===== src/rtl/fetch_unit.sv =====
// Instruction fetch front end: BOOT/RUN/HALTED sequencer driving a word-addressed
// instruction memory and a 2-entry {pc, instruction} queue toward decode.
module fetch_unit #(
    parameter int unsigned            ADDR_WIDTH = 16,
    parameter int unsigned            INST_WIDTH = 32,
    parameter logic [ADDR_WIDTH-1:0]  RESET_PC   = '0
) (
    input  logic                  clk,
    input  logic                  reset_n,
    output logic [ADDR_WIDTH-1:0] imem_pc,
    input  logic [INST_WIDTH-1:0] imem_inst,
    input  logic                  redirect_valid,
    input  logic [ADDR_WIDTH-1:0] redirect_pc,
    input  logic                  halt_req,
    output logic                  dec_valid,
    input  logic                  dec_ready,
    output logic [INST_WIDTH-1:0] dec_inst,
    output logic [ADDR_WIDTH-1:0] dec_pc,
    output logic                  halted,
    output logic [15:0]           fetch_count
);

    typedef enum logic [1:0] {BOOT, RUN, HALTED} state_t;

    state_t                state, state_next;
    logic [ADDR_WIDTH-1:0] pc;
    logic [ADDR_WIDTH-1:0] fifo_pc   [2];
    logic [INST_WIDTH-1:0] fifo_inst [2];
    logic                  rd_ptr, wr_ptr;
    logic [1:0]            count;
    logic                  push, pop;

    // Redirect overrides everything: no push, no pop, and RUN from any state.
    always_comb begin
        state_next = state;
        push       = 1'b0;
        if (redirect_valid) begin
            state_next = RUN;
        end else begin
            unique case (state)
                BOOT:   state_next = RUN;
                RUN: begin
                    if (halt_req) state_next = HALTED;
                    else          push       = (count < 2'd2);
                end
                HALTED: state_next = HALTED;
                default: state_next = BOOT;
            endcase
        end
        pop = dec_valid && dec_ready && !redirect_valid;
    end

    always_ff @(posedge clk or negedge reset_n) begin
        if (!reset_n) begin
            state       <= BOOT;
            pc          <= RESET_PC;
            count       <= '0;
            rd_ptr      <= 1'b0;
            wr_ptr      <= 1'b0;
            fetch_count <= '0;
        end else begin
            state <= state_next;
            if (redirect_valid) begin
                pc     <= redirect_pc;
                count  <= '0;
                rd_ptr <= 1'b0;
                wr_ptr <= 1'b0;
            end else begin
                if (push) begin
                    pc          <= pc + 1'b1;
                    wr_ptr      <= ~wr_ptr;
                    fetch_count <= fetch_count + 16'd1;
                end
                if (pop) rd_ptr <= ~rd_ptr;
                unique case ({push, pop})
                    2'b10:   count <= count + 2'd1;
                    2'b01:   count <= count - 2'd1;
                    default: count <= count;
                endcase
            end
        end
    end

    // Payload storage needs no reset; count gates visibility.
    always_ff @(posedge clk) begin
        if (push) begin
            fifo_pc[wr_ptr]   <= pc;
            fifo_inst[wr_ptr] <= imem_inst;
        end
    end

    assign imem_pc   = pc;
    assign dec_valid = (count != 2'd0);
    assign dec_pc    = fifo_pc[rd_ptr];
    assign dec_inst  = fifo_inst[rd_ptr];
    assign halted    = (state == HALTED);

endmodule

===== config.mk =====
export PLATFORM = sky130hd
export DESIGN_NAME = fetch_unit
export DESIGN_NICKNAME = d
export VERILOG_FILES = /design/src/rtl/fetch_unit.sv
export SDC_FILE = /design/constraint.sdc
export NUM_CORES = 1
export LEC_CHECK = 0
export BUFFER_PORTS_ARGS = -buffer_cell sky130_fd_sc_hd__buf_2
export CELL_PAD_IN_SITES_DETAIL_PLACEMENT = 2
export CELL_PAD_IN_SITES_GLOBAL_PLACEMENT = 2
export CORE_MARGIN = 2
export CORE_UTILIZATION = 35
export CTS_CLUSTER_DIAMETER = 120
export CTS_CLUSTER_SIZE = 20
export DETAILED_ROUTE_END_ITERATION = 7
export PLACE_DENSITY_LB_ADDON = 0.1
export SETUP_SLACK_MARGIN = 0.2
export SLEW_MARGIN = 0
export SYNTH_ARGS = -nofsm -noshare
export SYNTH_HDL_FRONTEND = slang
export SYNTH_SLANG_ARGS = --single-unit
export TNS_END_PERCENT = 100

===== constraint.sdc =====
create_clock -name clk -period 14.1 [get_ports clk]
set_clock_uncertainty 0.05 [all_clocks]
set_input_delay 0.705 -clock clk [delete_from_list [all_inputs] [get_ports clk]]
set_output_delay 0.705 -clock clk [all_outputs]
set_load 0.01 [all_outputs]

==> results of run 1 <==
how the worst max path moves through the flow:
stage | startpoint | endpoint | slack [ns] | cells after the start
5_1_grt | rd_ptr | dec_inst[23] | 11.05 | 2
2_1_floorplan | redirect_valid | fifo_inst[0][0] | 9.10 | 3
3_3_place_gp | redirect_valid | fifo_inst[1][21] | 11.32 | 4
3_5_place_dp | redirect_valid | fifo_inst[1][22] | 11.25 | 4
6_report | rd_ptr | dec_inst[23] | 11.19 | 2
4_1_cts | rd_ptr | dec_inst[9] | 11.11 | 2
state kept, by name, indices dropped and copies added, names as in the netlist:
register and cells:
fifo_inst 64, count 2, imem_pc 16, state 2
fifo_pc 32, wr_ptr 1, rd_ptr 1, fetch_count 16
metrics by stage:
stage          power [uW]  area [sq um]   util
2_1_floorplan         581          5450      -
3_3_place_gp          643          6330  0.417
3_5_place_dp          649          6330  0.417
4_1_cts              1110          6950  0.457
5_1_grt              1150          6950  0.457
6_report             1100          6950  0.457
synth_stat cells, types with 2 or more instances:
master    number  area, sq um
and2_1         3         18.8
and3_1         4         25.0
and4_1         5         43.8
buf_1          4         15.0
buf_2          2         10.0
clkbuf_1       5         18.8
dfrtp_1       38          951
edfxtp_1      96         2880
ha_1           5         62.6
inv_1          5         18.8
mux2_2        49          552
mux2i_1        3         30.0
nand2_1       24         90.1
nand3_1        6         30.0
nand4_1       10         62.6
nor2_1        11         41.3
nor3_1         4         20.0
nor4_2         2         25.0
o21ai_0        6         30.0
o21ai_1        9         45.0
xnor2_1       22          193
xor2_1         8         70.1
power breakdown:
group	total (uW)	internal [uW]	leakage, uW	switching, uW
combinational	143	67.8	0.00111	75.3
clock	459	294	0.000297	165
sequential	494	461	0.00136	33.2
cell families after synthesis:
family	after synthesis	synth area share
AOI/OAI and AO/OA	21	0.0220
xor gates and xnor gates	30	0.0482
adders and majority gates	5	0.0115
buffers and inverters	17	0.0129
DFF	134	0.703
muxes	52	0.107
and+or+nand+nor	83	0.0953
layout make-up:
class	instances	area (sq um)	area share
Sequential cell	134	3830	0.552
Multi-Input combinational cell	191	1550	0.224
Timing Repair Buffer	137	693	0.0998
Clock buffer	18	429	0.0618
Tap cell	188	235	0.0339
Clock inverter	14	181	0.0261
Inverter	5	18.8	0.00270
metal layers:
layer / GRT usage / vias to the layer above / share of wire
met5: 0 / - / 0
met4: 0.0620 / 0 / 0.017
met3: 0.0403 / 18 / 0.046
met2: 0.279 / 91 / 0.50
met1: 0.202 / 1702 / 0.43
li1: - / 1561 / -
==> flow_metrics.tcl, run 1 <==
set metrics [dict create \
    r2r-start "state[1]" \
    fin_crit_sh 0.207 \
    crit_arrival_ns 2.16 \
    antenna_found_initial 0 \
    cts.sinks 134 \
    finalCriticalPeriod_ns 2.91 \
    worst-path-buf-inv 1 \
    tritoncts "yes" \
    r2r_setup_slack_ns 11.74 \
    cts_resized 0 \
    worst_pin_slew_ns 1.19 \
    syn_area_sq_um 5450 \
    slew_headroom 0.204 \
    fin_setup_tns_ns 0 \
    path_delay_family "flip-flops" \
    crit_path_start_kind "flip-flop" \
    synthesis.nets 400 \
    clock.fmax_ghz 0.343 \
    crit_required_ns 13.35 \
    core_sq_um 15200 \
    grt_pass1_wl_microns 20300 \
    ys.flop_type "edfxtp_1" \
    status "completed" \
    num_vias 3372 \
    viasPerCell 4.91 \
    p_per_area_nw_per_um2 158 \
    grt_usage 0.164 \
    ys_ff_latch 134 \
    ys_types 43 \
    cts_buffers 17 \
    yosysWarningCount 0 \
    reg2regPathDepth 6 \
    post_cts_buffers 0 \
    cap_violations 0 \
    wl_microns 12900 \
    ant_nets 0 \
    pre_cts_slack_ns 11.25 \
    stdcell_count 687 \
    gp_congestion 0.721 \
    hold_buffers 0 \
    io_buffers 134 \
    p_leak_uw 0.00276 \
    die_area_sq_um 16600 \
    setup_viol 0 \
    clk_path_buf_depth 2 \
    row_count 45 \
    layout_common_cells "buf_2 (134), edfxtp_1 (96), mux2_2 (49)" \
    holdWs_ns 0.379 \
    dieHeight_microns 129 \
    area_growth_pct 27.4 \
    die_w_microns 129 \
    seq_area_frac_synth 0.703 \
    synth_edf_count 96 \
    hold_path_class "input pin to asynchronous set/reset pin" \
    wl_per_cell_microns 18.8 \
    r2r_end "imem_pc[15]" \
    drc_errors 0 \
    num-fill-cells 1478 \
    synthCells 342 \
    placedCellCount 655 \
    grt_pass1_vias 3713 \
    syn_avg_cell_area_sq_um 15.9 \
    final_common_cell "buf_2" \
    slowest_stage "dfrtp_2" \
    dp_hpwl_microns 8580 \
    pin_count 135 \
    hold_violations 0 \
    clock_latency_ns 0.41 \
    cp-end-kind "output pin" \
    start_util 0.359 \
    grt_max_degree 50 \
    crit_path_max_incr_delay_ns 1.15 \
    layout_setup_ws_ns 11.19 \
    ir_drop_mv 0.0782 \
    async_flop_share 0.284 \
    clk_pin_slew_ns 0.06 \
    drtPass1Iterations 4 \
    cts-root-buf "clkbuf_16" \
    layout-drive-gt1-share 0.459 \
    drt-initial-drc-count 112 \
    crit_fanout 49 \
    grt_remaining_overflow 0 \
    rsz0062_at_grt "false" \
    cp_cell_sequence "mux2_2 -> buf_2" \
    n_antenna_cell 0 \
    finalMaxSlewViolations 0 \
    nets 544 \
    crit_type "flip-flop to output pin" \
    h-tree-depth 4 \
]
(Power assumes the default switching activity.)
==> run 2: changes to the inputs <==
--- a/config.mk
+++ b/config.mk
@@ -9,7 +9,7 @@
 export CELL_PAD_IN_SITES_DETAIL_PLACEMENT = 2
 export CELL_PAD_IN_SITES_GLOBAL_PLACEMENT = 2
 export CORE_MARGIN = 2
-export CORE_UTILIZATION = 35
+export CORE_UTILIZATION = 33
 export CTS_CLUSTER_DIAMETER = 120
 export CTS_CLUSTER_SIZE = 20
 export DETAILED_ROUTE_END_ITERATION = 7
==> constraint.sdc (replaced) <==
create_clock -name clk -period 2.45 [get_ports clk]
set_clock_uncertainty 0.05 [all_clocks]
set_input_delay 0.1225 -clock clk [delete_from_list [all_inputs] [get_ports clk]]
set_output_delay 0.1225 -clock clk [all_outputs]
set_load 0.01 [all_outputs]
==> run 2 against run 1 <==
  * Setup slack worse by 11 ns
  * Utilization up 1.2 points
  * Via count rose by 6.6%
  * First-iteration DRC count up 39%
  * Critical path depth rose by 3
  * Critical endpoint is now fifo_pc[0][3]
  * Largest power group unchanged
  * Highest routed layer unchanged
==> flow_metrics.tcl, run 2 (synthesis gave the netlist of run 1 again) <==
set metrics [dict create \
    r2r_end "fifo_pc[0][3]" \
    finalMaxSlewViolations 0 \
    rsz0062_at_grt "false" \
    top_usage_layer "met2" \
    r2r-start "state[1]" \
    antenna_found_initial 0 \
    reg.largest.list "fifo_inst: 64 flops, fifo_pc: 32 flops" \
    groute.layer.met1.usage 0.208 \
    viasPerCell 4.68 \
    hold_depth 3 \
    wl_microns 14000 \
    use_met2 0.288 \
    finalCriticalPeriod_ns 2.03 \
    dp_hpwl_microns 9070 \
    p_leak_uw 0.00297 \
    die_area_sq_um 17600 \
    ir_drop_mv 0.422 \
    drc_errors 0 \
    hold_buffers 50 \
    cap_violations 0 \
    core_sq_um 16000 \
    gp_congestion 0.723 \
    nets 597 \
    grt_max_degree 49 \
    die_w_microns 133 \
    path_depth 5 \
    grt_remaining_overflow 0 \
    num_vias 3593 \
    crit_path_start_kind "flip-flop" \
    start_util 0.341 \
    largest-register "fifo_inst" \
    crit_fanout 48 \
    fin_area_sq_um 7500 \
    reg2regPathDepth 5 \
    ant_nets 0 \
    cp-end-kind "flip-flop" \
    num-fill-cells 1608 \
    fin_crit_sh 0.829 \
    stdcell_count 768 \
    worst-path-buf-inv 2 \
    holdPathEnd "fetch_count[0]" \
    cts.sinks 134 \
    setup_viol 0 \
    slew_headroom 0.715 \
    multi_input_area_sq_um 1560 \
    worst_pin_slew_ns 0.428 \
    hold_path_class "input pin to flip-flop" \
    place_area_sq_um 6440 \
    crit_arrival_ns 2.07 \
    grt_usage 0.170 \
    ff_latch_area_sq_um 3830 \
    layout_common_cells "buf_2 (134), edfxtp_1 (96), dlygate4sd3_1 (50)" \
    crit_required_ns 2.49 \
    tritoncts "yes" \
    crit_type "flip-flop to flip-flop" \
    drtPass1Iterations 4 \
    layout-drive-gt1-share 0.422 \
    grt_pass1_vias 4069 \
    dieHeight_microns 133 \
    status "completed" \
    path_delay_family "simple AND/OR/NAND/NOR gates" \
    r2r_setup_slack_ns 0.42 \
    final_common_cell "buf_2" \
    min_from "redirect_valid" \
    hold_violations 0 \
    drt-initial-drc-count 156 \
    cts-root-buf "clkbuf_16" \
    clk_pin_slew_ns 0.06 \
    p_per_area_nw_per_um2 828 \
    met3_usage 0.0525 \
    largest_register_ffs 64 \
    h-tree-depth 4 \
    clock.fmax_ghz 0.492 \
    clock_latency_ns 0.41 \
    cp_cell_sequence "inv_1 -> ha_2 -> or3b_4 -> nor3_4 -> buf_12" \
    crit_path_max_incr_delay_ns 0.45 \
    row_count 46 \
    cts_resized 0 \
    io_buffers 134 \
    cts_buffers 17 \
    slowest_stage "or3b_4" \
    placedCellCount 686 \
    wl_per_cell_microns 18.3 \
    n_antenna_cell 0 \
    area_growth_pct 37.7 \
    pin_count 135 \
    clk_path_buf_depth 2 \
    grt_pass1_wl_microns 22800 \
    post_cts_buffers 0 \
]
==> run 2: power by group <==
part,total [uW],switching [uW],internal (uW)
Clock,2440,955,1490
Sequential,2820,163,2650
Combinational,959,494,465
==> run 2: worst min-delay path: cells and delay by family <==
kind | cells | cell delay [ns]
AND/OR/NAND/NOR | 1 | 0.07
XOR/XNOR | 1 | 0.13
buffers and inverters | 1 | 0.12
==> run 2: cell type report <==
type | count | share of cell area
Clock buffer | 18 | 0.0572
Multi-Input combinational cell | 191 | 0.208
Timing Repair Buffer | 190 | 0.167
Clock inverter | 14 | 0.0180
Inverter | 5 | 0.00250
Sequential cell | 134 | 0.511
Tap cell | 216 | 0.0360
==> run 2: metal layers <==
| layer | up-vias | part of all wire |
|---|---|---|
| met3 | 9 | 0.045 |
| met2 | 95 | 0.51 |
| li1 | 1676 | - |
| met5 | - | 0 |
| met1 | 1813 | 0.43 |
| met4 | 0 | 0.0078 |
==> run 2: how the worst max path moves through the flow <==
stage | to | start
after floorplan | fifo_inst[0][0] | state[1]
after global placement | fifo_inst[0][24] | state[1]
after detailed placement | fifo_inst[0][23] | state[1]
after CTS | fifo_inst[0][25] | state[1]
after global routing | fifo_pc[1][4] | state[1]
final | fifo_pc[0][3] | state[1]
==> run 2: stage by stage <==
step	setup slack [ns]	setup TNS (ns)	hold WS, ns	utilization	power (uW)
global placement	0.456	0	0.0206	0.402	3730
CTS	0.396	0	0.0154	0.469	6300
floorplan	-0.256	-12.30	-0.223	-	3340
global route	0.300	0	0.0312	0.469	6520
finish	0.418	0	0.0306	0.469	6220
detailed placement	0.406	0	0.0310	0.402	3780
